File: config.mk
export PLATFORM = sky130hd
export DESIGN_NAME = multicycle_controller_flat
export DESIGN_NICKNAME = d
export VERILOG_FILES = /design/src/rtl/multicycle_controller_if.sv /design/src/rtl/multicycle_controller.sv /design/src/flat_wrapper.sv
export SDC_FILE = /design/constraint.sdc
export NUM_CORES = 1
export LEC_CHECK = 0
export BUFFER_PORTS_ARGS = -buffer_cell sky130_fd_sc_hd__buf_2
export CORE_MARGIN = 2
export CORE_UTILIZATION = 26
export DETAILED_ROUTE_END_ITERATION = 6
export PLACE_DENSITY_LB_ADDON = 0.08
export SYNTH_ARGS = -nofsm -noshare
export SYNTH_HDL_FRONTEND = slang
export SYNTH_SLANG_ARGS = --single-unit
File: constraint.sdc
create_clock -name clk -period 3.09 [get_ports clk]
set_input_delay 0.1545 -clock clk [delete_from_list [all_inputs] [get_ports clk]]
set_output_delay 0.1545 -clock clk [all_outputs]
set_load 0.05 [all_outputs]
File: src/rtl/multicycle_controller_if.sv
//------------------------------------------------------------------------------
// Module      : multicycle_controller_if
// Description : Control bundle between the multi-cycle sequencer and datapath.
// Revision    : 1.0 - initial release
//------------------------------------------------------------------------------
`default_nettype none

interface multicycle_controller_if;
    logic [6:0] op;
    logic [2:0] funct3;
    logic       funct7_5;
    logic       zero;
    logic       mem_ready;

    logic       pc_write;
    logic       adr_src;
    logic       mem_write;
    logic       ir_write;
    logic       reg_write;
    logic [1:0] result_src;
    logic [1:0] alu_src_a;
    logic [1:0] alu_src_b;
    logic [1:0] imm_src;
    logic [2:0] alu_control;
    logic       illegal_op;

    // The sequencer is the master: it consumes datapath status, drives enables.
    modport master (
        input  op, funct3, funct7_5, zero, mem_ready,
        output pc_write, adr_src, mem_write, ir_write, reg_write,
               result_src, alu_src_a, alu_src_b, imm_src, alu_control,
               illegal_op
    );

    modport slave (
        output op, funct3, funct7_5, zero, mem_ready,
        input  pc_write, adr_src, mem_write, ir_write, reg_write,
               result_src, alu_src_a, alu_src_b, imm_src, alu_control,
               illegal_op
    );
endinterface

`default_nettype wire

File: src/rtl/multicycle_controller.sv
//------------------------------------------------------------------------------
// Module      : multicycle_controller
// Description : FSM sequencer stepping the shared RV32I datapath one state/clk.
// Revision    : 1.0 - initial release
//------------------------------------------------------------------------------
`default_nettype none

module multicycle_controller (
    input wire                      clk,
    input wire                      rst_n,
    multicycle_controller_if.master ctrl
);

    localparam logic [3:0] c_ST_FETCH    = 4'd0;
    localparam logic [3:0] c_ST_DECODE   = 4'd1;
    localparam logic [3:0] c_ST_MEMADR   = 4'd2;
    localparam logic [3:0] c_ST_MEMREAD  = 4'd3;
    localparam logic [3:0] c_ST_MEMWB    = 4'd4;
    localparam logic [3:0] c_ST_MEMWRITE = 4'd5;
    localparam logic [3:0] c_ST_EXECR    = 4'd6;
    localparam logic [3:0] c_ST_EXECI    = 4'd7;
    localparam logic [3:0] c_ST_ALUWB    = 4'd8;
    localparam logic [3:0] c_ST_BEQ      = 4'd9;
    localparam logic [3:0] c_ST_JAL      = 4'd10;
    localparam logic [3:0] c_ST_HALT     = 4'd11;

    localparam logic [6:0] c_OP_LW    = 7'b0000011;
    localparam logic [6:0] c_OP_SW    = 7'b0100011;
    localparam logic [6:0] c_OP_RTYPE = 7'b0110011;
    localparam logic [6:0] c_OP_ITYPE = 7'b0010011;
    localparam logic [6:0] c_OP_BEQ   = 7'b1100011;
    localparam logic [6:0] c_OP_JAL   = 7'b1101111;

    localparam logic [1:0] c_ALUOP_ADD  = 2'b00;
    localparam logic [1:0] c_ALUOP_SUB  = 2'b01;
    localparam logic [1:0] c_ALUOP_FUNC = 2'b10;

    localparam logic [2:0] c_ALU_ADD = 3'b000;
    localparam logic [2:0] c_ALU_SUB = 3'b001;
    localparam logic [2:0] c_ALU_AND = 3'b010;
    localparam logic [2:0] c_ALU_OR  = 3'b011;
    localparam logic [2:0] c_ALU_SLT = 3'b101;

    logic [3:0] r_state;
    logic [3:0] w_next_state;
    logic [1:0] w_alu_op;
    logic       w_pc_write;
    logic       w_adr_src;
    logic       w_mem_write;
    logic       w_ir_write;
    logic       w_reg_write;
    logic [1:0] w_result_src;
    logic [1:0] w_alu_src_a;
    logic [1:0] w_alu_src_b;
    logic [1:0] w_imm_src;
    logic [2:0] w_alu_control;

    always_ff @(posedge clk or negedge rst_n) begin
        if (!rst_n) begin
            r_state <= c_ST_FETCH;
        end else begin
            r_state <= w_next_state;
        end
    end

    always_comb begin
        w_next_state = r_state;
        w_alu_op     = c_ALUOP_ADD;
        w_pc_write   = 1'b0;
        w_adr_src    = 1'b0;
        w_mem_write  = 1'b0;
        w_ir_write   = 1'b0;
        w_reg_write  = 1'b0;
        w_result_src = 2'b00;
        w_alu_src_a  = 2'b00;
        w_alu_src_b  = 2'b00;

        case (r_state)
            c_ST_FETCH: begin
                // PC+4 is computed alongside the fetch and loaded with the IR.
                w_alu_src_b  = 2'b10;
                w_result_src = 2'b10;
                w_ir_write   = ctrl.mem_ready;
                w_pc_write   = ctrl.mem_ready;
                if (ctrl.mem_ready) begin
                    w_next_state = c_ST_DECODE;
                end
            end
            c_ST_DECODE: begin
                // OldPC + imm: branch/jump target lands in ALUOut for BEQ.
                w_alu_src_a = 2'b01;
                w_alu_src_b = 2'b01;
                case (ctrl.op)
                    c_OP_LW,
                    c_OP_SW:    w_next_state = c_ST_MEMADR;
                    c_OP_RTYPE: w_next_state = c_ST_EXECR;
                    c_OP_ITYPE: w_next_state = c_ST_EXECI;
                    c_OP_BEQ:   w_next_state = c_ST_BEQ;
                    c_OP_JAL:   w_next_state = c_ST_JAL;
                    default:    w_next_state = c_ST_HALT;
                endcase
            end
            c_ST_MEMADR: begin
                w_alu_src_a  = 2'b10;
                w_alu_src_b  = 2'b01;
                w_next_state = ctrl.op[5] ? c_ST_MEMWRITE : c_ST_MEMREAD;
            end
            c_ST_MEMREAD: begin
                w_adr_src = 1'b1;
                if (ctrl.mem_ready) begin
                    w_next_state = c_ST_MEMWB;
                end
            end
            c_ST_MEMWB: begin
                w_result_src = 2'b01;
                w_reg_write  = 1'b1;
                w_next_state = c_ST_FETCH;
            end
            c_ST_MEMWRITE: begin
                w_adr_src   = 1'b1;
                w_mem_write = 1'b1;
                if (ctrl.mem_ready) begin
                    w_next_state = c_ST_FETCH;
                end
            end
            c_ST_EXECR: begin
                w_alu_src_a  = 2'b10;
                w_alu_op     = c_ALUOP_FUNC;
                w_next_state = c_ST_ALUWB;
            end
            c_ST_EXECI: begin
                w_alu_src_a  = 2'b10;
                w_alu_src_b  = 2'b01;
                w_alu_op     = c_ALUOP_FUNC;
                w_next_state = c_ST_ALUWB;
            end
            c_ST_ALUWB: begin
                w_reg_write  = 1'b1;
                w_next_state = c_ST_FETCH;
            end
            c_ST_BEQ: begin
                // ALUOut still holds the target from DECODE while rs1-rs2 sets zero.
                w_alu_src_a  = 2'b10;
                w_alu_op     = c_ALUOP_SUB;
                w_pc_write   = ctrl.zero;
                w_next_state = c_ST_FETCH;
            end
            c_ST_JAL: begin
                w_alu_src_a  = 2'b01;
                w_alu_src_b  = 2'b10;
                w_pc_write   = 1'b1;
                w_next_state = c_ST_ALUWB;
            end
            c_ST_HALT: begin
                w_next_state = c_ST_HALT;
            end
            default: begin
                // Unused encodings recover through a fresh fetch.
                w_next_state = c_ST_FETCH;
            end
        endcase
    end

    always_comb begin
        w_alu_control = c_ALU_ADD;
        case (w_alu_op)
            c_ALUOP_SUB: w_alu_control = c_ALU_SUB;
            c_ALUOP_FUNC: begin
                case (ctrl.funct3)
                    3'b000:  w_alu_control = (ctrl.op[5] & ctrl.funct7_5) ? c_ALU_SUB : c_ALU_ADD;
                    3'b010:  w_alu_control = c_ALU_SLT;
                    3'b110:  w_alu_control = c_ALU_OR;
                    3'b111:  w_alu_control = c_ALU_AND;
                    default: w_alu_control = c_ALU_ADD;
                endcase
            end
            default: w_alu_control = c_ALU_ADD;
        endcase
    end

    always_comb begin
        w_imm_src = 2'b00;
        case (ctrl.op)
            c_OP_SW:  w_imm_src = 2'b01;
            c_OP_BEQ: w_imm_src = 2'b10;
            c_OP_JAL: w_imm_src = 2'b11;
            default:  w_imm_src = 2'b00;
        endcase
    end

    assign ctrl.pc_write    = w_pc_write;
    assign ctrl.adr_src     = w_adr_src;
    assign ctrl.mem_write   = w_mem_write;
    assign ctrl.ir_write    = w_ir_write;
    assign ctrl.reg_write   = w_reg_write;
    assign ctrl.result_src  = w_result_src;
    assign ctrl.alu_src_a   = w_alu_src_a;
    assign ctrl.alu_src_b   = w_alu_src_b;
    assign ctrl.imm_src     = w_imm_src;
    assign ctrl.alu_control = w_alu_control;
    assign ctrl.illegal_op  = (r_state == c_ST_HALT);

endmodule

`default_nettype wire
File: src/flat_wrapper.sv
// flat-port wrapper written by rule: the top's interface ports become plain ports
module multicycle_controller_flat 
  (clk, rst_n, ctrl_op, ctrl_funct3, ctrl_funct7_5, ctrl_zero, ctrl_mem_ready, ctrl_pc_write, ctrl_adr_src, ctrl_mem_write, ctrl_ir_write, ctrl_reg_write, ctrl_result_src, ctrl_alu_src_a, ctrl_alu_src_b, ctrl_imm_src, ctrl_alu_control, ctrl_illegal_op);
  multicycle_controller_if ctrl_i ();
  input wire clk;
  input wire rst_n;
  input wire logic [$bits(ctrl_i.op)-1:0] ctrl_op;
  input wire logic [$bits(ctrl_i.funct3)-1:0] ctrl_funct3;
  input wire logic [$bits(ctrl_i.funct7_5)-1:0] ctrl_funct7_5;
  input wire logic [$bits(ctrl_i.zero)-1:0] ctrl_zero;
  input wire logic [$bits(ctrl_i.mem_ready)-1:0] ctrl_mem_ready;
  output wire logic [$bits(ctrl_i.pc_write)-1:0] ctrl_pc_write;
  output wire logic [$bits(ctrl_i.adr_src)-1:0] ctrl_adr_src;
  output wire logic [$bits(ctrl_i.mem_write)-1:0] ctrl_mem_write;
  output wire logic [$bits(ctrl_i.ir_write)-1:0] ctrl_ir_write;
  output wire logic [$bits(ctrl_i.reg_write)-1:0] ctrl_reg_write;
  output wire logic [$bits(ctrl_i.result_src)-1:0] ctrl_result_src;
  output wire logic [$bits(ctrl_i.alu_src_a)-1:0] ctrl_alu_src_a;
  output wire logic [$bits(ctrl_i.alu_src_b)-1:0] ctrl_alu_src_b;
  output wire logic [$bits(ctrl_i.imm_src)-1:0] ctrl_imm_src;
  output wire logic [$bits(ctrl_i.alu_control)-1:0] ctrl_alu_control;
  output wire logic [$bits(ctrl_i.illegal_op)-1:0] ctrl_illegal_op;
  assign ctrl_i.op = ctrl_op;
  assign ctrl_i.funct3 = ctrl_funct3;
  assign ctrl_i.funct7_5 = ctrl_funct7_5;
  assign ctrl_i.zero = ctrl_zero;
  assign ctrl_i.mem_ready = ctrl_mem_ready;
  assign ctrl_pc_write = ctrl_i.pc_write;
  assign ctrl_adr_src = ctrl_i.adr_src;
  assign ctrl_mem_write = ctrl_i.mem_write;
  assign ctrl_ir_write = ctrl_i.ir_write;
  assign ctrl_reg_write = ctrl_i.reg_write;
  assign ctrl_result_src = ctrl_i.result_src;
  assign ctrl_alu_src_a = ctrl_i.alu_src_a;
  assign ctrl_alu_src_b = ctrl_i.alu_src_b;
  assign ctrl_imm_src = ctrl_i.imm_src;
  assign ctrl_alu_control = ctrl_i.alu_control;
  assign ctrl_illegal_op = ctrl_i.illegal_op;
  multicycle_controller u_core (.clk(clk), .rst_n(rst_n), .ctrl(ctrl_i));
endmodule
[After elaboration in Yosys (flattened, before gate mapping)]
Cells that the tools add are included.
Storage, ports and cells
  flip-flop bits (word level): 4
Cells by class
  reductions and logical operators: 12
  equal/unequal tests: 25
  bitwise operators: 1
  muxes and demuxes: 19
Operator list (count)
  case mux 4 bit (7 select lines): 1
  case mux 4 bit (5 select lines): 1
  == test 4 x 3 -> 1 bit, second input constant: 4
  == test 4 bit, second input constant: 4
  case mux 2 bit (2 select lines): 4
  == test 7 x 6 -> 1 bit, second input constant: 2
  == test 7 bit, second input constant: 2
  2-to-1 mux 4 bit: 3
  case mux 3 bit (4 select lines): 1
  OR reduction 2 bit: 6
  == test 4 x 2 -> 1 bit, second input constant: 2
  == test 7 x 2 -> 1 bit, second input constant: 1
  == test 7 x 5 -> 1 bit, second input constant: 1
  == test 3 bit, second input constant: 2
  != test 2 bit, second input constant: 3
  case mux 2 bit (3 select lines): 1
  case mux 3 bit (2 select lines): 1
  OR reduction 3 bit: 2
  2-to-1 mux 1 bit: 5
  == test 4 x 1 -> 1 bit, second input constant: 1
  zero test 4 bit: 1
  OR reduction 4 bit: 1
  == test 3 x 2 -> 1 bit, second input constant: 1
  zero test 3 bit: 1
  other kinds (6): 6

[Depth between registers and ports, before layout]
Gate-level depths: netlist of the first run.
  depth in word-level cells: 5
  depth in mapped cells: 8

[Least setup slack after synthesis of the first run]
Ideal clock, no wire load.
  path kind: register to output
  start point: register u_core.r_state[2]
  end point: output port ctrl_alu_control[1]
  arrival time: 2.375 ns
  path slack: 0.560 ns
  buffers on the path: 1
  stages on the path, launching flop included: 6
  required time: 2.935 ns
  path through: dfrtp_1 > clkbuf_1 > nor2b_1 > nand2_1 > ha_1 > nor3b_1
On the way
  cells in the longest elaborated chain, start to end: 5
  elaborated cells between the ends (all ways): 8
Ends and longest elaborated chain
  from (decl): line multicycle_controller.sv:44  | logic [3:0] r_state;
  from (signal assigned): line multicycle_controller.sv:60  | r_state <= c_ST_FETCH;
  from (signal assigned): line multicycle_controller.sv:62  | r_state <= w_next_state;
  == test 4 x 3 -> 1 bit: line multicycle_controller.sv:78  | case (r_state)
  OR reduction 2 bit (no line)
  case mux 2 bit (2 select lines) *: line multicycle_controller.sv:78
  == test 2 bit / == test 2 x 1 -> 1 bit (equally long branches): line multicycle_controller.sv:166  | case (w_alu_op)
  case mux 3 bit (2 select lines) *: line multicycle_controller.sv:166
  to (decl): line flat_wrapper.sv:21  | output wire logic [$bits(ctrl_i.alu_control)-1:0] ctrl_alu_control;
Mark *: on every way between the ends. The rest lies on a longest branch, timed or not.

[Worst setup path after layout of the first run]
  start point: register u_core.r_state[2]
  end point: output port ctrl_alu_control[0]
The elaborated chain is that of the path after synthesis.

==> out/results.md, run 1 <==
| Step | Parameter | Value |
|---|---|---|
| job | Max Cap Viol | 0 |
| sta | Highest attainable clock frequency | 428 MHz |
| global route | Maximum number of pins on one net before global-route repair | 21 |
| synthesis | Synthesized cell area | 596 µm² |
| drt | Residual DRC | 0 |
| synthesis | Number of different library cells in the post-synthesis netlist | 32 |
| clock tree | Number of sinks driven by the clock tree | 4 |
| cells and area | Post-route cell area | 793 µm² |
| sta | Post-route clock skew | 6.87 ps |
| synthesis | Synthesized netlist cell count | 88 |
| setup path | Crit Path Category | reg -> out |
| pwr | Power Density | 1160 mW/mm² |
| synthesis | Predominant post-synthesis flop cell | sky130_fd_sc_hd__dfrtp_1 |
| global route | Met3 GRT Util | 0.0201 |
| sta | Count of final hold-check violations | 0 |
| placed design | Final HPWL DP | 1240 µm |
| cells and area | Largest registers | u_core.r_state: 4 flops |
| global route | GR peak layer | met2 |
| synthesis | Sequential area share after synthesis | 0.168 |
| cells and area | Number of flip-flops in the largest register | 4 |
| drt | Total wire length | 1610 µm |
| drt | Number of vias after detailed routing | 708 |
| cells and area | Utilization after layout | 0.362 |
| clock tree | Clock latency on the worst-skew pair | 240 ps |
| synthesis | Cell type contributing the most total cell area after synthesis | sky130_fd_sc_hd__dfrtp_1 |
| synthesis | Share of flip-flops with an asynchronous set or reset after synthesis | 1.00 |
| synthesis | Synthesis-stage register bit count | 4 |
| pwr | Leakage power total | 0.382 nW |
| sta | Final period demand of the worst path | 2330 ps |
| placed design | # port buffers | 31 |
| drt | Number of antenna-violating nets in the routed design | 0 |
| setup path | Crit path capture type | output pin |
| cells and area | Inserted Diodes | 0 |
| sta | Slew Viols, Final | 0 |
| floorplanning | Floorplan core area | 0.00219 mm² |
| global route | Met2 GRT Util | 0.213 |
| pwr | VDD IR max | 553 µV |
| cells and area | Top reg by flops | u_core.r_state |
| setup path | Startpoint type of the worst setup path | flip-flop |
| worst hold path | Min-delay worst type | in -> async |
| cells and area | Fraction of layout cells with a size suffix above 1 | 0.316 |
| status | Result of the run | finished clean |
| drt | Detailed Route Iter0 Violations | 12 |
| clock tree | Clock tree from TritonCTS | built |
| drt | DR vias/cell | 4.88 |
| placed design | Final weighted congestion of routability-driven global placement | 0.734 |
| global route | Vias in the first global route | 607 |
| floorplanning | Num rows | 17 |
| clock tree | Clock buffer count from CTS | 3 |
| placed design | Total placed instance area | 761 µm² |
| floorplanning | Die height | 51.9 µm |
| sta | Normalized max-slew margin | 0.617 |
| setup path | Maximum fanout count along the critical path | 20 |
| synthesis | Number of enable flip-flop cells after synthesis | 0 |
| floorplanning | Num ports | 32 |
| sta | Accumulated negative setup slack | 0 ps |
| global route | Initial antenna violation count | 0 |
| sta | Worst hold slack | 248 ps |
| clock tree | Depth of the CTS H-tree | 1 |
| floorplanning | Effective utilization at floorplan | 0.272 |
| global route | Global Route met1 Usage | 0.181 |
| cells and area | Final-stage net count | 136 |
| synthesis | Number of warnings issued by yosys | 0 |
| setup path | Required time of the critical path | 2940 ps |
| synthesis | Mapped Avg Cell Area | 6.77 µm² |
| sta | Worst-margin pin slew | 574 ps |
| synthesis | Nets in the synthesized netlist | 105 |
| setup path | Arrival time of the worst setup path | 2180 ps |
| clock tree | Clock-pin slew on the worst setup and hold paths | 40 ps |
| sta | Setup repair after global routing missed its margin | false |
| pwr | Final Power | 0.000919 W |
| cells and area | Area overhead of the layout relative to synthesis | 33.2% |
| drt | Detailed Routing Iterations Pass 1 | 4 |
| floorplanning | Die Footprint | 0.00269 mm² |
| synthesis | Cells taking the most area after synthesis | sky130_fd_sc_hd__dfrtp_1 17%, sky130_fd_sc_hd__nor2b_1 8.4%, sky130_fd_sc_hd__nor3_1 8.4%, sky130_fd_sc_hd__nand2_1 5.7%, sky130_fd_sc_hd__o21ai_0 5.0% |
| cells and area | Number of fillers in the final layout | 243 |
| synthesis | Area share of the largest cell type after synthesis | 0.168 |
| global route | GRT Residual Overflow | 0 |
| sta | Share of the cycle needed by the critical path after routing | 0.755 |
| floorplanning | Width of the die | 51.9 µm |
| drt | Routed length per placed instance | 11.1 µm |
| clock tree | Maximum buffer depth of the clock tree | 2 |
| global route | First-pass GRT wire length | 2760 µm |
| sta | Count of final setup violators | 0 |
| clock tree | Clock root buffer master | sky130_fd_sc_hd__clkbuf_4 |
| global route | Overall routing resource usage | 0.134 |
[cell usage in the layout, fill, tap and decap left out, drive strengths merged]
master and n:
xor2 2, o21ai 6, buf 31, and3b 1, o221ai 1, nand2b 3
o41ai 1, a221oi 1, o21bai 1, dlygate4sd3 1, a22oi 2, a2bb2oi 1
nor3 10, nand3 1, or3 2, inv 6, nand2 9, o21a 1
nor4b 1, nor2 5, xnor2 1, or2 1, clkbuf 3, a21oi 5
ha 2, nor2b 8, nand4b 1, a211oi 3, dfrtp 4, nor3b 2
nor4 1
[repair_timing]
item	CTS	global route
setup buffers	0	0
hold buffers	1	0
gates resized for setup	0	0
hold endpoints to repair	4	0
[area by class of cell]
class / count / area [µm²] / share of cell area
flip-flops and latches: 4 / 100 / 0.126
well taps: 28 / 35.0 / 0.0442
clock buffers: 3 / 22.5 / 0.0284
repair buffers: 32 / 165 / 0.208
inverters: 6 / 22.5 / 0.0284
multi-input cells: 72 / 448 / 0.565
[Yosys cell counts (all sizes together), types with 2 or more instances]
master  instances
nor3           10
nand2           9
nor2b           8
inv             6
o21ai           6
a21oi           5
nor2            5
dfrtp           4
a211oi          3
buf             3
clkbuf          3
nand2b          3
a22oi           2
ha              2
nor3b           2
or3             2
xor2            2
[report_power, final]
group / internal (W) / total [W] / switching (W)
sequential: 0.0000759 / 0.000183 / 0.000107
combinational: 0.000200 / 0.000667 / 0.000467
clock: 0.0000436 / 0.0000679 / 0.0000242
total: 0.000320 / 0.000919 / 0.000599
[worst paths after layout]
| check | from | endpoint | slack (ps) | depth (start not counted) |
|---|---|---|---|---|
| setup reg to reg | u_core.r_state[2]$_DFFE_PN0P_ | u_core.r_state[0]$_DFFE_PN0P_ | 1600 | 3 |
| min in group clk | ctrl_op[3] | u_core.r_state[1]$_DFFE_PN0P_ | 260 | 3 |
| hold / removal | rst_n | u_core.r_state[0]$_DFFE_PN0P_ | 250 | 2 |
| setup / recovery | u_core.r_state[2]$_DFFE_PN0P_ | ctrl_alu_control[0] | 760 | 8 |
| max in group asynchronous | rst_n | u_core.r_state[1]$_DFFE_PN0P_ | 2720 | 2 |
| hold reg to reg | u_core.r_state[3]$_DFFE_PN0P_ | u_core.r_state[2]$_DFFE_PN0P_ | 760 | 1 |
[stage by stage]
step / setup WS, ps / cells
after global routing: 483 / 145
after global placement: 991 / 141
after CTS: 735 / 145
final: 756 / 145
after detailed placement: 1010 / 141
after floorplan: 560 / 88
[logic make-up after synthesis]
family / synth area share
flops: 0.168
simple gates: 0.416
compound gates: 0.250
xor+xnor: 0.0441
fa+ha+maj: 0.0420
buf+inv: 0.0798
[layer usage]
layer / vias up / part of all wire
met5: - / 0
met4: 0 / 0.0087
met3: 2 / 0.069
met2: 28 / 0.45
met1: 306 / 0.47
li1: 372 / -
[worst max-delay path, stage by stage (launching register included)]
cell and delay, ps:
sky130_fd_sc_hd__dfrtp_1 690, sky130_fd_sc_hd__nor2b_1 280, sky130_fd_sc_hd__nand2_1 100, sky130_fd_sc_hd__inv_1 90
sky130_fd_sc_hd__ha_1 160, sky130_fd_sc_hd__nor2b_1 120, sky130_fd_sc_hd__o21ai_0 90, sky130_fd_sc_hd__a21oi_1 130
sky130_fd_sc_hd__buf_2 270
Note: power is estimated with default switching activity, not from simulation.
==> run 2: changes to the inputs <==
==> constraint.sdc (replaced) <==
create_clock -name clk -period 2.3 [get_ports clk]
set_input_delay 0.115 -clock clk [delete_from_list [all_inputs] [get_ports clk]]
set_output_delay 0.115 -clock clk [all_outputs]
set_load 0.05 [all_outputs]
==> run 2 against run 1 <==
- register-to-register slack got worse by 810 ps
- highest routed layer unchanged
- cell count increased by 2.8%
- clock skew decreased by 6.1 ps
- setup slack got worse by 460 ps
- global-route usage increased by 0.78 points
- clock power increased by 24%
- via count increased by 6.1%
- combinational power increased by 60%
- flip-flop and latch count unchanged
- worst hold slack got worse by 35 ps
==> out/results.md, run 2 (same netlist as run 1, synthesis figures left out) <==
| Step | Parameter | Value |
|---|---|---|
| cells and area | Final-stage net count | 140 |
| setup path | Delay-heaviest family, CP | flip-flops |
| setup path | Max stage delay on crit path | 480 ps |
| global route | Vias in the first global route | 686 |
| clock tree | Clock tree from TritonCTS | built |
| floorplanning | Effective utilization at floorplan | 0.272 |
| sta | Highest attainable clock frequency | 500 MHz |
| floorplanning | Num ports | 32 |
| worst hold path | Worst Hold Depth | 3 |
| global route | Overall routing resource usage | 0.142 |
| setup path | Depth of the most critical reg-to-reg path | 4 |
| floorplanning | Die height | 51.9 µm |
| sta | Count of final hold-check violations | 0 |
| cells and area | Area overhead of the layout relative to synthesis | 41.0% |
| setup path | CP startpoint | u_core.r_state[2]$_DFFE_PN0P_ |
| drt | Routed length per placed instance | 11.5 µm |
| setup path | Source of the worst register-to-register timing path | u_core.r_state[2]$_DFFE_PN0P_ |
| placed design | Pre-CTS setup slack | 532 ps |
| sta | Accumulated negative setup slack | 0 ps |
| drt | Detailed Routing Iterations Pass 1 | 4 |
| sta | Setup repair after global routing missed its margin | false |
| sta | Normalized max-slew margin | 0.770 |
| global route | Initial antenna violation count | 0 |
| status | Result of the run | finished clean |
| clock tree | Maximum buffer depth of the clock tree | 2 |
| cells and area | Number of flip-flops in the largest register | 4 |
| pwr | Power Density | 1540 mW/mm² |
| cells and area | Highest-count cells in the layout ignoring fill and taps | 31 x sky130_fd_sc_hd__buf_2, 9 x sky130_fd_sc_hd__nand2_1, 9 x sky130_fd_sc_hd__nor3_1 |
| cells and area | Inserted Diodes | 0 |
| setup path | Crit path top cell by count | sky130_fd_sc_hd__nor2b_1 |
| placed design | Final weighted congestion of routability-driven global placement | 0.771 |
| clock tree | Clock buffer count from CTS | 3 |
| setup path | Crit Path Category | reg -> out |
| setup path | Maximum fanout count along the critical path | 10 |
| clock tree | Clock root buffer master | sky130_fd_sc_hd__clkbuf_4 |
| setup path | Required time of the critical path | 2180 ps |
| setup path | Crit path capture type | output pin |
| clock tree | Buffer count from post-CTS setup fixing | 0 |
| floorplanning | Die Footprint | 0.00269 mm² |
| floorplanning | Width of the die | 51.9 µm |
| placed design | Final HPWL DP | 1340 µm |
| global route | Maximum number of pins on one net before global-route repair | 19 |
| sta | Setup WS post-layout | 299 ps |
| cells and area | Number of fillers in the final layout | 241 |
| cells and area | Largest registers | u_core.r_state: 4 flops |
| setup path | Crit Reg-Reg Endpoint | u_core.r_state[0]$_DFFE_PN0P_ |
| worst hold path | Min-delay worst type | in -> reg |
| cells and area | Fraction of layout cells with a size suffix above 1 | 0.364 |
| drt | Number of vias after detailed routing | 751 |
| setup path | Cell with the biggest individual delay on the critical path | sky130_fd_sc_hd__dfrtp_1 |
| cells and area | Post-route cell area | 840 µm² |
| sta | Worst hold slack | 213 ps |
| clock tree | Depth of the CTS H-tree | 1 |
| job | Max Cap Viol | 0 |
| global route | GRT Residual Overflow | 0 |
| setup path | Series of cell instances along the critical path | nor2b_1, nand2_1, inv_1, ha_1, nor2b_1, o21ai_0, a21oi_1, buf_2 |
| sta | Worst-margin pin slew | 341 ps |
| cells and area | Most common cell after layout, fill and taps aside | sky130_fd_sc_hd__buf_2 |
| drt | DR vias/cell | 5.04 |
| setup path | Minimum setup slack among reg-to-reg paths | 790 ps |
| drt | Detailed Route Iter0 Violations | 12 |
| drt | Total wire length | 1710 µm |
| clock tree | Clock-pin slew on the worst setup and hold paths | 40 ps |
| drt | Number of antenna-violating nets in the routed design | 0 |
| placed design | Total placed instance area | 807 µm² |
| floorplanning | Num rows | 17 |
| drt | Residual DRC | 0 |
| setup path | Startpoint type of the worst setup path | flip-flop |
| floorplanning | Floorplan core area | 0.00219 mm² |
| sta | Share of the cycle needed by the critical path after routing | 0.870 |
| sta | Post-route clock skew | 0.794 ps |
| sta | Count of final setup violators | 0 |
| global route | First-pass GRT wire length | 2840 µm |
| worst hold path | Endpoint of the worst hold path | u_core.r_state[1]$_DFFE_PN0P_ |
| clock tree | Clock latency on the worst-skew pair | 230 ps |
| cells and area | Top reg by flops | u_core.r_state |
| pwr | Leakage power total | 0.406 nW |
| setup path | Arrival time of the worst setup path | 1890 ps |
| clock tree | Number of sinks driven by the clock tree | 4 |
| worst hold path | Launch point of the worst hold path | ctrl_op[3] |
| setup path | Critical path buffers and inverters | 2 |
| placed design | # port buffers | 31 |
| pwr | VDD IR max | 626 µV |
| sta | Slew Viols, Final | 0 |
| sta | Final period demand of the worst path | 2000 ps |
-- run 2: cell count changes in the layout (fill, tap and decap cells not counted), sizes merged --
cell	before	now
buf	31	35
-- run 2: worst max path at each step --
stage	slack, ps	to	depth (start not counted)
2_1_floorplan	90	ctrl_alu_src_b[0]	4
3_3_place_gp	560	ctrl_alu_control[0]	8
3_5_place_dp	530	ctrl_alu_control[0]	8
4_1_cts	280	ctrl_alu_control[0]	8
5_1_grt	100	ctrl_alu_control[0]	8
6_report	300	ctrl_alu_control[0]	8
-- run 2: cell type report --
type	count	area, µm²	area share
multi-input combinational	72	464	0.553
timing repair buffer	36	195	0.232
tap	28	35.0	0.0417
sequential	4	100	0.119
inverter	6	22.5	0.0268
clock buffer	3	22.5	0.0268
-- run 2: per-layer routing --
| layer | up-vias | routed length, µm | track usage |
|---|---|---|---|
| li1 | 380 | - | - |
| met1 | 342 | 774 | 0.164 |
| met3 | 2 | 86 | 0.00862 |
| met5 | - | 0 | 0 |
| met4 | 0 | 19 | 0.0789 |
| met2 | 27 | 832 | 0.257 |
-- run 2: worst reg2reg max path, cell delays in order (launching register included) --
cell and delay, ps:
sky130_fd_sc_hd__dfrtp_1 460, sky130_fd_sc_hd__buf_4 220, sky130_fd_sc_hd__nor4b_1 370, sky130_fd_sc_hd__o21ai_0 160, sky130_fd_sc_hd__o221ai_1 200
-- run 2: report_power, final --
group	switching, W	internal [W]
logic	0.000756	0.000314
clock network	0.0000262	0.0000582
registers	0.0000357	0.000104
-- run 2: through the flow --
step / util / std cells / total power, W
5_1_grt: 0.383 / 149 / 0.00141
6_report: 0.383 / 149 / 0.00129
4_1_cts: 0.383 / 149 / 0.00131
3_5_place_dp: 0.368 / 145 / 0.00122
2_1_floorplan: - / 88 / 0.000982
3_3_place_gp: 0.368 / 145 / 0.00122
-- run 2: what timing repair did --
| action | 4_1_cts | 5_1_grt |
|---|---|---|
| resized for setup | 0 | 0 |
| hold buffers | 1 | 0 |
| endpoints found under the setup margin | 0 | 0 |
| endpoints found under the hold margin | 4 | 0 |
